$ cat src/rtl/pipeline_hazard_if.sv
// Hazard-control bundle between the CPU datapath (master) and pipeline_hazard_ctrl (slave).
// Carries the stage register/decode fields in and the per-segment stall/flush/forward controls out.
interface pipeline_hazard_if #(
   parameter int unsigned CNT_W = 32
);
   logic [4:0]       rs1_d;
   logic [4:0]       rs2_d;
   logic [4:0]       rs1_e;
   logic [4:0]       rs2_e;
   logic [4:0]       rd_e;
   logic [4:0]       rd_m;
   logic [4:0]       rd_w;
   logic [1:0]       reg_read_d;
   logic [1:0]       reg_read_e;
   logic [2:0]       reg_write_e;
   logic [2:0]       reg_write_m;
   logic [2:0]       reg_write_w;
   logic             mem_to_reg_e;
   logic             branch_e;
   logic             jalr_e;
   logic             jal_d;
   logic             mem_req_m;
   logic             mem_ready_m;

   logic             stall_f;
   logic             stall_d;
   logic             stall_e;
   logic             stall_m;
   logic             stall_w;
   logic             flush_f;
   logic             flush_d;
   logic             flush_e;
   logic             flush_m;
   logic             flush_w;
   logic [1:0]       forward1_e;
   logic [1:0]       forward2_e;
   logic             busy;
   logic             err;
   logic [CNT_W-1:0] stall_cnt;

   modport master (
      output rs1_d, rs2_d, rs1_e, rs2_e, rd_e, rd_m, rd_w, reg_read_d, reg_read_e,
             reg_write_e, reg_write_m, reg_write_w, mem_to_reg_e, branch_e, jalr_e, jal_d,
             mem_req_m, mem_ready_m,
      input  stall_f, stall_d, stall_e, stall_m, stall_w, flush_f, flush_d, flush_e, flush_m,
             flush_w, forward1_e, forward2_e, busy, err, stall_cnt
   );

   modport slave (
      input  rs1_d, rs2_d, rs1_e, rs2_e, rd_e, rd_m, rd_w, reg_read_d, reg_read_e,
             reg_write_e, reg_write_m, reg_write_w, mem_to_reg_e, branch_e, jalr_e, jal_d,
             mem_req_m, mem_ready_m,
      output stall_f, stall_d, stall_e, stall_m, stall_w, flush_f, flush_d, flush_e, flush_m,
             flush_w, forward1_e, forward2_e, busy, err, stall_cnt
   );
endinterface

$ cat src/rtl/pipeline_hazard_ctrl.sv
// Five-stage pipeline hazard sequencer: stall/flush per segment, EX forwarding, memory-wait timeout.
// Define HAZARD_FORWARD_EN for EX forwarding; otherwise RAW hazards on EX/MEM producers stall instead.
module pipeline_hazard_ctrl #(
   parameter int unsigned MEM_TIMEOUT = 255,
   parameter int unsigned INIT_FLUSH  = 2,
   parameter int unsigned CNT_W       = 32
) (
   input logic              clk,
   input logic              rst,
   pipeline_hazard_if.slave hz
);

   localparam int unsigned CntMax = (MEM_TIMEOUT > INIT_FLUSH) ? MEM_TIMEOUT : INIT_FLUSH;
   localparam int unsigned TW     = $clog2(CntMax + 1) + 1;
   localparam logic [TW-1:0] InitLast    = TW'(INIT_FLUSH - 1);
   localparam logic [TW-1:0] TimeoutLast = TW'(MEM_TIMEOUT - 1);

   typedef enum logic [1:0] {StInit, StRun, StMemWait, StErr} state_e;

   state_e           state_q, state_d;
   logic [TW-1:0]    cnt_q, cnt_d;
   logic [CNT_W-1:0] stall_cnt_q, stall_cnt_d;

   // Bit 4 = F ... bit 0 = W.
   logic [4:0] stall;
   logic [4:0] flush;
   logic [1:0] fwd1, fwd2;
   logic       resolve;
   logic       load_use;

   function automatic logic src_hit(input logic used, input logic [4:0] src,
                                    input logic [4:0] rd, input logic [2:0] we);
      return used && (we != 3'd0) && (rd != 5'd0) && (src == rd);
   endfunction

`ifdef HAZARD_FORWARD_EN
   always_comb begin
      load_use = hz.mem_to_reg_e &&
                 (src_hit(hz.reg_read_d[1], hz.rs1_d, hz.rd_e, hz.reg_write_e) ||
                  src_hit(hz.reg_read_d[0], hz.rs2_d, hz.rd_e, hz.reg_write_e));
      fwd1 = 2'b00;
      fwd2 = 2'b00;
      if (src_hit(hz.reg_read_e[1], hz.rs1_e, hz.rd_m, hz.reg_write_m)) begin
         fwd1 = 2'b10;
      end else if (src_hit(hz.reg_read_e[1], hz.rs1_e, hz.rd_w, hz.reg_write_w)) begin
         fwd1 = 2'b01;
      end
      if (src_hit(hz.reg_read_e[0], hz.rs2_e, hz.rd_m, hz.reg_write_m)) begin
         fwd2 = 2'b10;
      end else if (src_hit(hz.reg_read_e[0], hz.rs2_e, hz.rd_w, hz.reg_write_w)) begin
         fwd2 = 2'b01;
      end
   end
`else
   logic unused_fwd;
   assign unused_fwd = ^{hz.rs1_e, hz.rs2_e, hz.reg_read_e, hz.rd_w, hz.reg_write_w,
                         hz.mem_to_reg_e};

   // Without forwarding any in-flight producer of a used ID source must drain first.
   always_comb begin
      load_use = src_hit(hz.reg_read_d[1], hz.rs1_d, hz.rd_e, hz.reg_write_e) ||
                 src_hit(hz.reg_read_d[0], hz.rs2_d, hz.rd_e, hz.reg_write_e) ||
                 src_hit(hz.reg_read_d[1], hz.rs1_d, hz.rd_m, hz.reg_write_m) ||
                 src_hit(hz.reg_read_d[0], hz.rs2_d, hz.rd_m, hz.reg_write_m);
      fwd1 = 2'b00;
      fwd2 = 2'b00;
   end
`endif

   always_comb begin
      state_d = state_q;
      cnt_d   = cnt_q;
      stall   = 5'b00000;
      flush   = 5'b00000;
      resolve = 1'b0;

      unique case (state_q)
         StInit: begin
            stall = 5'b10000;
            flush = 5'b01111;
            if (cnt_q == InitLast) begin
               state_d = StRun;
               cnt_d   = '0;
            end else begin
               cnt_d = cnt_q + TW'(1);
            end
         end
         StRun: begin
            if (hz.mem_req_m && !hz.mem_ready_m) begin
               stall   = 5'b11110;
               flush   = 5'b00001;
               cnt_d   = TW'(1);
               state_d = (MEM_TIMEOUT <= 1) ? StErr : StMemWait;
            end else begin
               resolve = 1'b1;
            end
         end
         StMemWait: begin
            if (!hz.mem_ready_m) begin
               stall = 5'b11110;
               flush = 5'b00001;
               cnt_d = cnt_q + TW'(1);
               if (cnt_q == TimeoutLast) begin
                  state_d = StErr;
               end
            end else begin
               // Release: the frozen EX/ID pair is re-evaluated in this same cycle.
               cnt_d   = '0;
               state_d = StRun;
               resolve = 1'b1;
            end
         end
         StErr: begin
            stall = 5'b11110;
            flush = 5'b00001;
         end
         default: begin
            state_d = StErr;
         end
      endcase

      if (resolve) begin
         if (hz.branch_e || hz.jalr_e) begin
            flush = 5'b01100;
         end else if (load_use) begin
            stall = 5'b11000;
            flush = 5'b00100;
         end else if (hz.jal_d) begin
            flush = 5'b01000;
         end
      end

      if (rst) begin
         stall = 5'b00000;
         flush = 5'b01111;
      end
   end

   always_comb begin
      stall_cnt_d = stall_cnt_q;
      if (stall[4] && (state_q != StInit) && !(&stall_cnt_q)) begin
         stall_cnt_d = stall_cnt_q + CNT_W'(1);
      end
   end

   always_ff @(posedge clk or posedge rst) begin
      if (rst) begin
         state_q     <= StInit;
         cnt_q       <= '0;
         stall_cnt_q <= '0;
      end else begin
         state_q     <= state_d;
         cnt_q       <= cnt_d;
         stall_cnt_q <= stall_cnt_d;
      end
   end

   assign hz.stall_f    = stall[4];
   assign hz.stall_d    = stall[3];
   assign hz.stall_e    = stall[2];
   assign hz.stall_m    = stall[1];
   assign hz.stall_w    = stall[0];
   assign hz.flush_f    = flush[4];
   assign hz.flush_d    = flush[3];
   assign hz.flush_e    = flush[2];
   assign hz.flush_m    = flush[1];
   assign hz.flush_w    = flush[0];
   assign hz.forward1_e = rst ? 2'b00 : fwd1;
   assign hz.forward2_e = rst ? 2'b00 : fwd2;
   assign hz.busy       = (state_q != StRun);
   assign hz.err        = (state_q == StErr);
   assign hz.stall_cnt  = stall_cnt_q;

endmodule

$ cat src/flat_wrapper.sv
// flat-port wrapper written by rule: the top's interface ports become plain ports
module pipeline_hazard_ctrl_flat 
#(
   parameter int unsigned MEM_TIMEOUT = 255,
   parameter int unsigned INIT_FLUSH  = 2,
   parameter int unsigned CNT_W       = 32
)
  (clk, rst, hz_rs1_d, hz_rs2_d, hz_rs1_e, hz_rs2_e, hz_rd_e, hz_rd_m, hz_rd_w, hz_reg_read_d, hz_reg_read_e, hz_reg_write_e, hz_reg_write_m, hz_reg_write_w, hz_mem_to_reg_e, hz_branch_e, hz_jalr_e, hz_jal_d, hz_mem_req_m, hz_mem_ready_m, hz_stall_f, hz_stall_d, hz_stall_e, hz_stall_m, hz_stall_w, hz_flush_f, hz_flush_d, hz_flush_e, hz_flush_m, hz_flush_w, hz_forward1_e, hz_forward2_e, hz_busy, hz_err, hz_stall_cnt);
  pipeline_hazard_if #(.CNT_W(CNT_W)) hz_i ();
  input logic clk;
  input logic rst;
  input wire logic [$bits(hz_i.rs1_d)-1:0] hz_rs1_d;
  input wire logic [$bits(hz_i.rs2_d)-1:0] hz_rs2_d;
  input wire logic [$bits(hz_i.rs1_e)-1:0] hz_rs1_e;
  input wire logic [$bits(hz_i.rs2_e)-1:0] hz_rs2_e;
  input wire logic [$bits(hz_i.rd_e)-1:0] hz_rd_e;
  input wire logic [$bits(hz_i.rd_m)-1:0] hz_rd_m;
  input wire logic [$bits(hz_i.rd_w)-1:0] hz_rd_w;
  input wire logic [$bits(hz_i.reg_read_d)-1:0] hz_reg_read_d;
  input wire logic [$bits(hz_i.reg_read_e)-1:0] hz_reg_read_e;
  input wire logic [$bits(hz_i.reg_write_e)-1:0] hz_reg_write_e;
  input wire logic [$bits(hz_i.reg_write_m)-1:0] hz_reg_write_m;
  input wire logic [$bits(hz_i.reg_write_w)-1:0] hz_reg_write_w;
  input wire logic [$bits(hz_i.mem_to_reg_e)-1:0] hz_mem_to_reg_e;
  input wire logic [$bits(hz_i.branch_e)-1:0] hz_branch_e;
  input wire logic [$bits(hz_i.jalr_e)-1:0] hz_jalr_e;
  input wire logic [$bits(hz_i.jal_d)-1:0] hz_jal_d;
  input wire logic [$bits(hz_i.mem_req_m)-1:0] hz_mem_req_m;
  input wire logic [$bits(hz_i.mem_ready_m)-1:0] hz_mem_ready_m;
  output wire logic [$bits(hz_i.stall_f)-1:0] hz_stall_f;
  output wire logic [$bits(hz_i.stall_d)-1:0] hz_stall_d;
  output wire logic [$bits(hz_i.stall_e)-1:0] hz_stall_e;
  output wire logic [$bits(hz_i.stall_m)-1:0] hz_stall_m;
  output wire logic [$bits(hz_i.stall_w)-1:0] hz_stall_w;
  output wire logic [$bits(hz_i.flush_f)-1:0] hz_flush_f;
  output wire logic [$bits(hz_i.flush_d)-1:0] hz_flush_d;
  output wire logic [$bits(hz_i.flush_e)-1:0] hz_flush_e;
  output wire logic [$bits(hz_i.flush_m)-1:0] hz_flush_m;
  output wire logic [$bits(hz_i.flush_w)-1:0] hz_flush_w;
  output wire logic [$bits(hz_i.forward1_e)-1:0] hz_forward1_e;
  output wire logic [$bits(hz_i.forward2_e)-1:0] hz_forward2_e;
  output wire logic [$bits(hz_i.busy)-1:0] hz_busy;
  output wire logic [$bits(hz_i.err)-1:0] hz_err;
  output wire logic [$bits(hz_i.stall_cnt)-1:0] hz_stall_cnt;
  assign hz_i.rs1_d = hz_rs1_d;
  assign hz_i.rs2_d = hz_rs2_d;
  assign hz_i.rs1_e = hz_rs1_e;
  assign hz_i.rs2_e = hz_rs2_e;
  assign hz_i.rd_e = hz_rd_e;
  assign hz_i.rd_m = hz_rd_m;
  assign hz_i.rd_w = hz_rd_w;
  assign hz_i.reg_read_d = hz_reg_read_d;
  assign hz_i.reg_read_e = hz_reg_read_e;
  assign hz_i.reg_write_e = hz_reg_write_e;
  assign hz_i.reg_write_m = hz_reg_write_m;
  assign hz_i.reg_write_w = hz_reg_write_w;
  assign hz_i.mem_to_reg_e = hz_mem_to_reg_e;
  assign hz_i.branch_e = hz_branch_e;
  assign hz_i.jalr_e = hz_jalr_e;
  assign hz_i.jal_d = hz_jal_d;
  assign hz_i.mem_req_m = hz_mem_req_m;
  assign hz_i.mem_ready_m = hz_mem_ready_m;
  assign hz_stall_f = hz_i.stall_f;
  assign hz_stall_d = hz_i.stall_d;
  assign hz_stall_e = hz_i.stall_e;
  assign hz_stall_m = hz_i.stall_m;
  assign hz_stall_w = hz_i.stall_w;
  assign hz_flush_f = hz_i.flush_f;
  assign hz_flush_d = hz_i.flush_d;
  assign hz_flush_e = hz_i.flush_e;
  assign hz_flush_m = hz_i.flush_m;
  assign hz_flush_w = hz_i.flush_w;
  assign hz_forward1_e = hz_i.forward1_e;
  assign hz_forward2_e = hz_i.forward2_e;
  assign hz_busy = hz_i.busy;
  assign hz_err = hz_i.err;
  assign hz_stall_cnt = hz_i.stall_cnt;
  pipeline_hazard_ctrl #(.MEM_TIMEOUT(MEM_TIMEOUT), .INIT_FLUSH(INIT_FLUSH), .CNT_W(CNT_W)) u_core (.clk(clk), .rst(rst), .hz(hz_i));
endmodule
$ cat config.mk
export PLATFORM = sky130hd
export DESIGN_NAME = pipeline_hazard_ctrl_flat
export DESIGN_NICKNAME = d
export VERILOG_FILES = /design/src/rtl/pipeline_hazard_if.sv /design/src/rtl/pipeline_hazard_ctrl.sv /design/src/flat_wrapper.sv
export SDC_FILE = /design/constraint.sdc
export NUM_CORES = 1
export LEC_CHECK = 0
export ABC_AREA = 1
export ABC_CLOCK_PERIOD_IN_PS = 6900
export BUFFER_PORTS_ARGS = -buffer_cell sky130_fd_sc_hd__buf_4
export CAP_MARGIN = 20
export CORE_MARGIN = 1.5
export CORE_UTILIZATION = 35
export DETAILED_ROUTE_END_ITERATION = 6
export SLEW_MARGIN = 20
export SYNTH_ARGS = -nofsm -noshare
export SYNTH_HDL_FRONTEND = slang
export SYNTH_SLANG_ARGS = --single-unit
$ cat constraint.sdc
create_clock -name clk -period 6.9 [get_ports clk]
set_input_delay 1.035 -clock clk [delete_from_list [all_inputs] [get_ports clk]]
set_output_delay 1.035 -clock clk [all_outputs]
set_load 0.02 [all_outputs]
==> metrics.md <==
| Metric | Value |
|---|---|
| Input/output buffers | `76` |
| Setup TNS | `0 ps` |
| Worst Hold Class | `reg -> reg` |
| Largest net degree at the start of global routing | `77` |
| Fill count | `1031` |
| Effective utilization at floorplan | `35.9%` |
| Clk_skew | `5.18 ps` |
| Synth Cell Area | `3470 um^2` |
| Post-synthesis sequential area ratio | `31.0%` |
| RR Startpoint | `u_core.state_q[0]` |
| Die width | `103 um` |
| Min Clock Period, post-route | `3310 ps` |
| Critical path's top delay family | `simple AND/OR/NAND/NOR gates` |
| Gate Count Post-Synth | `532` |
| WP buf/inv | `3` |
| Global-route wire length before repair | `14700 um` |
| # H-tree levels | `2` |
| IO Pins | `104` |
| Post-DRT Antenna Nets | `0` |
| Outcome | `finished, final reports clean` |
| DR vias | `3520` |
| GRT Overall Usage | `17.3%` |
| Post-CTS Hold Fix Bufs | `0` |
| DR iter-0 viols | `137` |
| Root Buffer | `clkbuf_8` |
| Tcrit/Tclk final | `47.9%` |
| Post-CTS setup buffer count | `0` |
| Slowest cell on crit path | `o21ai_0` |
| Commonest cells after routing, fill and taps aside | `nand2_1, buf_4, nor2_1, inv_1, nand4_1` |
| Min-delay src | `u_core.cnt_q[7]` |
| Core Area | `9680 um^2` |
| Routed length per instance | `12.2 um` |
| TritonRoute pass-1 iters | `4` |
| Clk_lat worst skew | `300 ps` |
| CTS Buf Count | `5` |
| Rel. slew slack | `43.0%` |
| Share of cells above drive strength 1 | `16.3%` |
| Full die area | `10500 um^2` |
| Placer Congestion | `0.906` |
| Final Hold Violating Endpoints | `0` |
| Clk pin slew, worst setup/hold paths | `80 ps` |
| Tightest Pin Transition | `855 ps` |
| P&R area growth vs syn | `21.5%` |
| DR vias/cell | `4.80` |
| Final Core Density | `43.6%` |
| Vias in the first global route | `3117` |
| Antenna diodes | `0` |
| Synth Area in Simple Gates | `41.2%` |
| Lkg Pwr | `2.18 nW` |
| Max-Cap Viols | `0` |
| CP cell instances | `buf_4 -> inv_1 -> nand2_1 -> nand2_1 -> nor2_1 -> nand3_1 -> nor2_1 -> nor2_1 -> nand2_1 -> nand2_1 -> o21ai_0 -> buf_4` |
| Clock tree sinks | `43` |
| FMAX | `303 MHz` |
| Clk buf depth | `2` |
| Die Ht | `103 um` |
| Netlist cell types | `30` |
| Post-Synth XOR/XNOR Area | `8.32%` |
| Worst endpoint required time | `5860 ps` |
| Crit start category | `primary input` |
| Congestion Overflow GR | `0` |
| Synth Area in Compound Gates | `4.97%` |
| Commonest non-fill, non-tap cell in the layout | `nand2_1` |
| Crit path DAT | `2270 ps` |
| Worst Path Max Fanout | `4` |
| Min Hold Slack | `498 ps` |
| Crit path kind | `in -> out` |
| Ys Warns | `0` |
| Fin cells | `734` |
| Cell Rows | `36` |
| Resize count post-CTS | `0` |
| VDD IR max | `0.123 mV` |
| Pwr/cell area | `234 nW/um^2` |
| CP startpoint | `hz_rd_e[3]` |
| Most frequent CP cell | `nand2_1` |
| Multiplexer area fraction after synthesis | `0%` |
| #FFs+latches synth | `43` |
| Max incr delay on CP | `200 ps` |
| Adder-Cell Fraction of Synth Area | `3.96%` |
| CTS tree | `yes` |
| Largest family of logic cells by synthesized area | `simple AND/OR/NAND/NOR gates` |
| Initial antenna violation count | `0` |
| Hpwl dp | `6950 um` |
| Crit end category | `output port` |
| Fin. max-slew vios | `0` |
| Final setup viols | `0` |
| Final wirelength | `8990 um` |
| RSZ-0062 raised after global routing | `no` |
| Inst Count DP | `726` |
| Post-Syn Area per Cell | `6.53 um^2` |
| Remaining DRCs | `0` |
| # nets final | `667` |
## synthesized netlist by cell type
cell	count	area (um^2)
nor3_1	16	80.1
ha_1	11	138
inv_2	4	15.0
nand4_1	46	288
nand3_2	1	10.0
nor4_1	1	6.26
or2_2	2	12.5
buf_1	2	7.51
nand2_2	1	6.26
conb_1	1	3.75
nand2_1	177	664
inv_1	56	210
clkbuf_1	3	11.3
buf_2	6	30.0
nand3_1	19	95.1
nor2_2	2	12.5
clkinv_1	1	3.75
o21ai_2	1	8.76
nor2_1	64	240
dfrtp_1	43	1080
nor3_4	1	16.3
xor2_1	20	175
a21oi_1	16	80.1
a221oi_1	1	8.76
a22oi_1	1	7.51
xnor2_1	13	114
o211ai_1	1	7.51
o21ai_0	12	60.1
buf_6	3	33.8
buf_4	7	52.6
## area by class of cell
class                           count  area, um^2  area share, %
Multi-Input combinational cell    412        2050           48.7
Sequential cell                    43        1080           25.5
Timing Repair Buffer               77         578           13.7
Inverter                           61         229           5.43
Tap cell                          133         166           3.94
Clock buffer                        6        82.6           1.96
Clock inverter                      2        35.0          0.830
## final timing paths
check / endpoint / slack, ps / cells after the start
min in group asynchronous: u_core.state_q[0] / 1010 / 3
hold reg to reg: u_core.cnt_q[7] / 500 / 1
setup / recovery: hz_stall_d / 3590 / 12
hold / removal: u_core.cnt_q[7] / 500 / 1
max in group asynchronous: u_core.cnt_q[7] / 5310 / 3
setup reg to reg: u_core.hz.stall_cnt[0] / 3790 / 11
## flip-flops by register name, summed over array words and instances, names as in the netlist
register	count
u_core.cnt_q	9
u_core.hz.stall_cnt	32
u_core.state_q	2
## cells by family after synthesis
group                      Yosys count
AOI/OAI and AO/OA                   32
DFF                                 43
buffers and inverters               82
xor gates and xnor gates            33
other                                1
and+or+nand+nor                    330
adders and majority gates           11
## stage by stage
stage | cell area, um^2 | setup slack (ps) | power, W
6_report | 4220 | 3590 | 0.000989
5_1_grt | 4220 | 3330 | 0.00108
4_1_cts | 4220 | 3580 | 0.000998
3_5_place_dp | 4100 | 3400 | 0.000787
3_3_place_gp | 4100 | 3450 | 0.000777
2_1_floorplan | 3490 | 2700 | 0.000663
## per-layer routing
metal	vias to the layer above	GRT usage [%]	part of all wire, %
met3	7	2.37	4.4
met5	-	0	0
li1	1829	-	-
met2	69	27.3	45
met4	0	3.48	0.93
met1	1615	25.3	49
## power breakdown
group	internal, W	total [W]	switching (W)	leakage (nW)
combinational	0.000150	0.000469	0.000319	1.53
clock	0.000117	0.000210	0.0000928	0.0612
sequential	0.000277	0.000310	0.0000321	0.590
total	0.000545	0.000989	0.000444	2.18
Note: power is estimated with default switching activity, not from simulation.
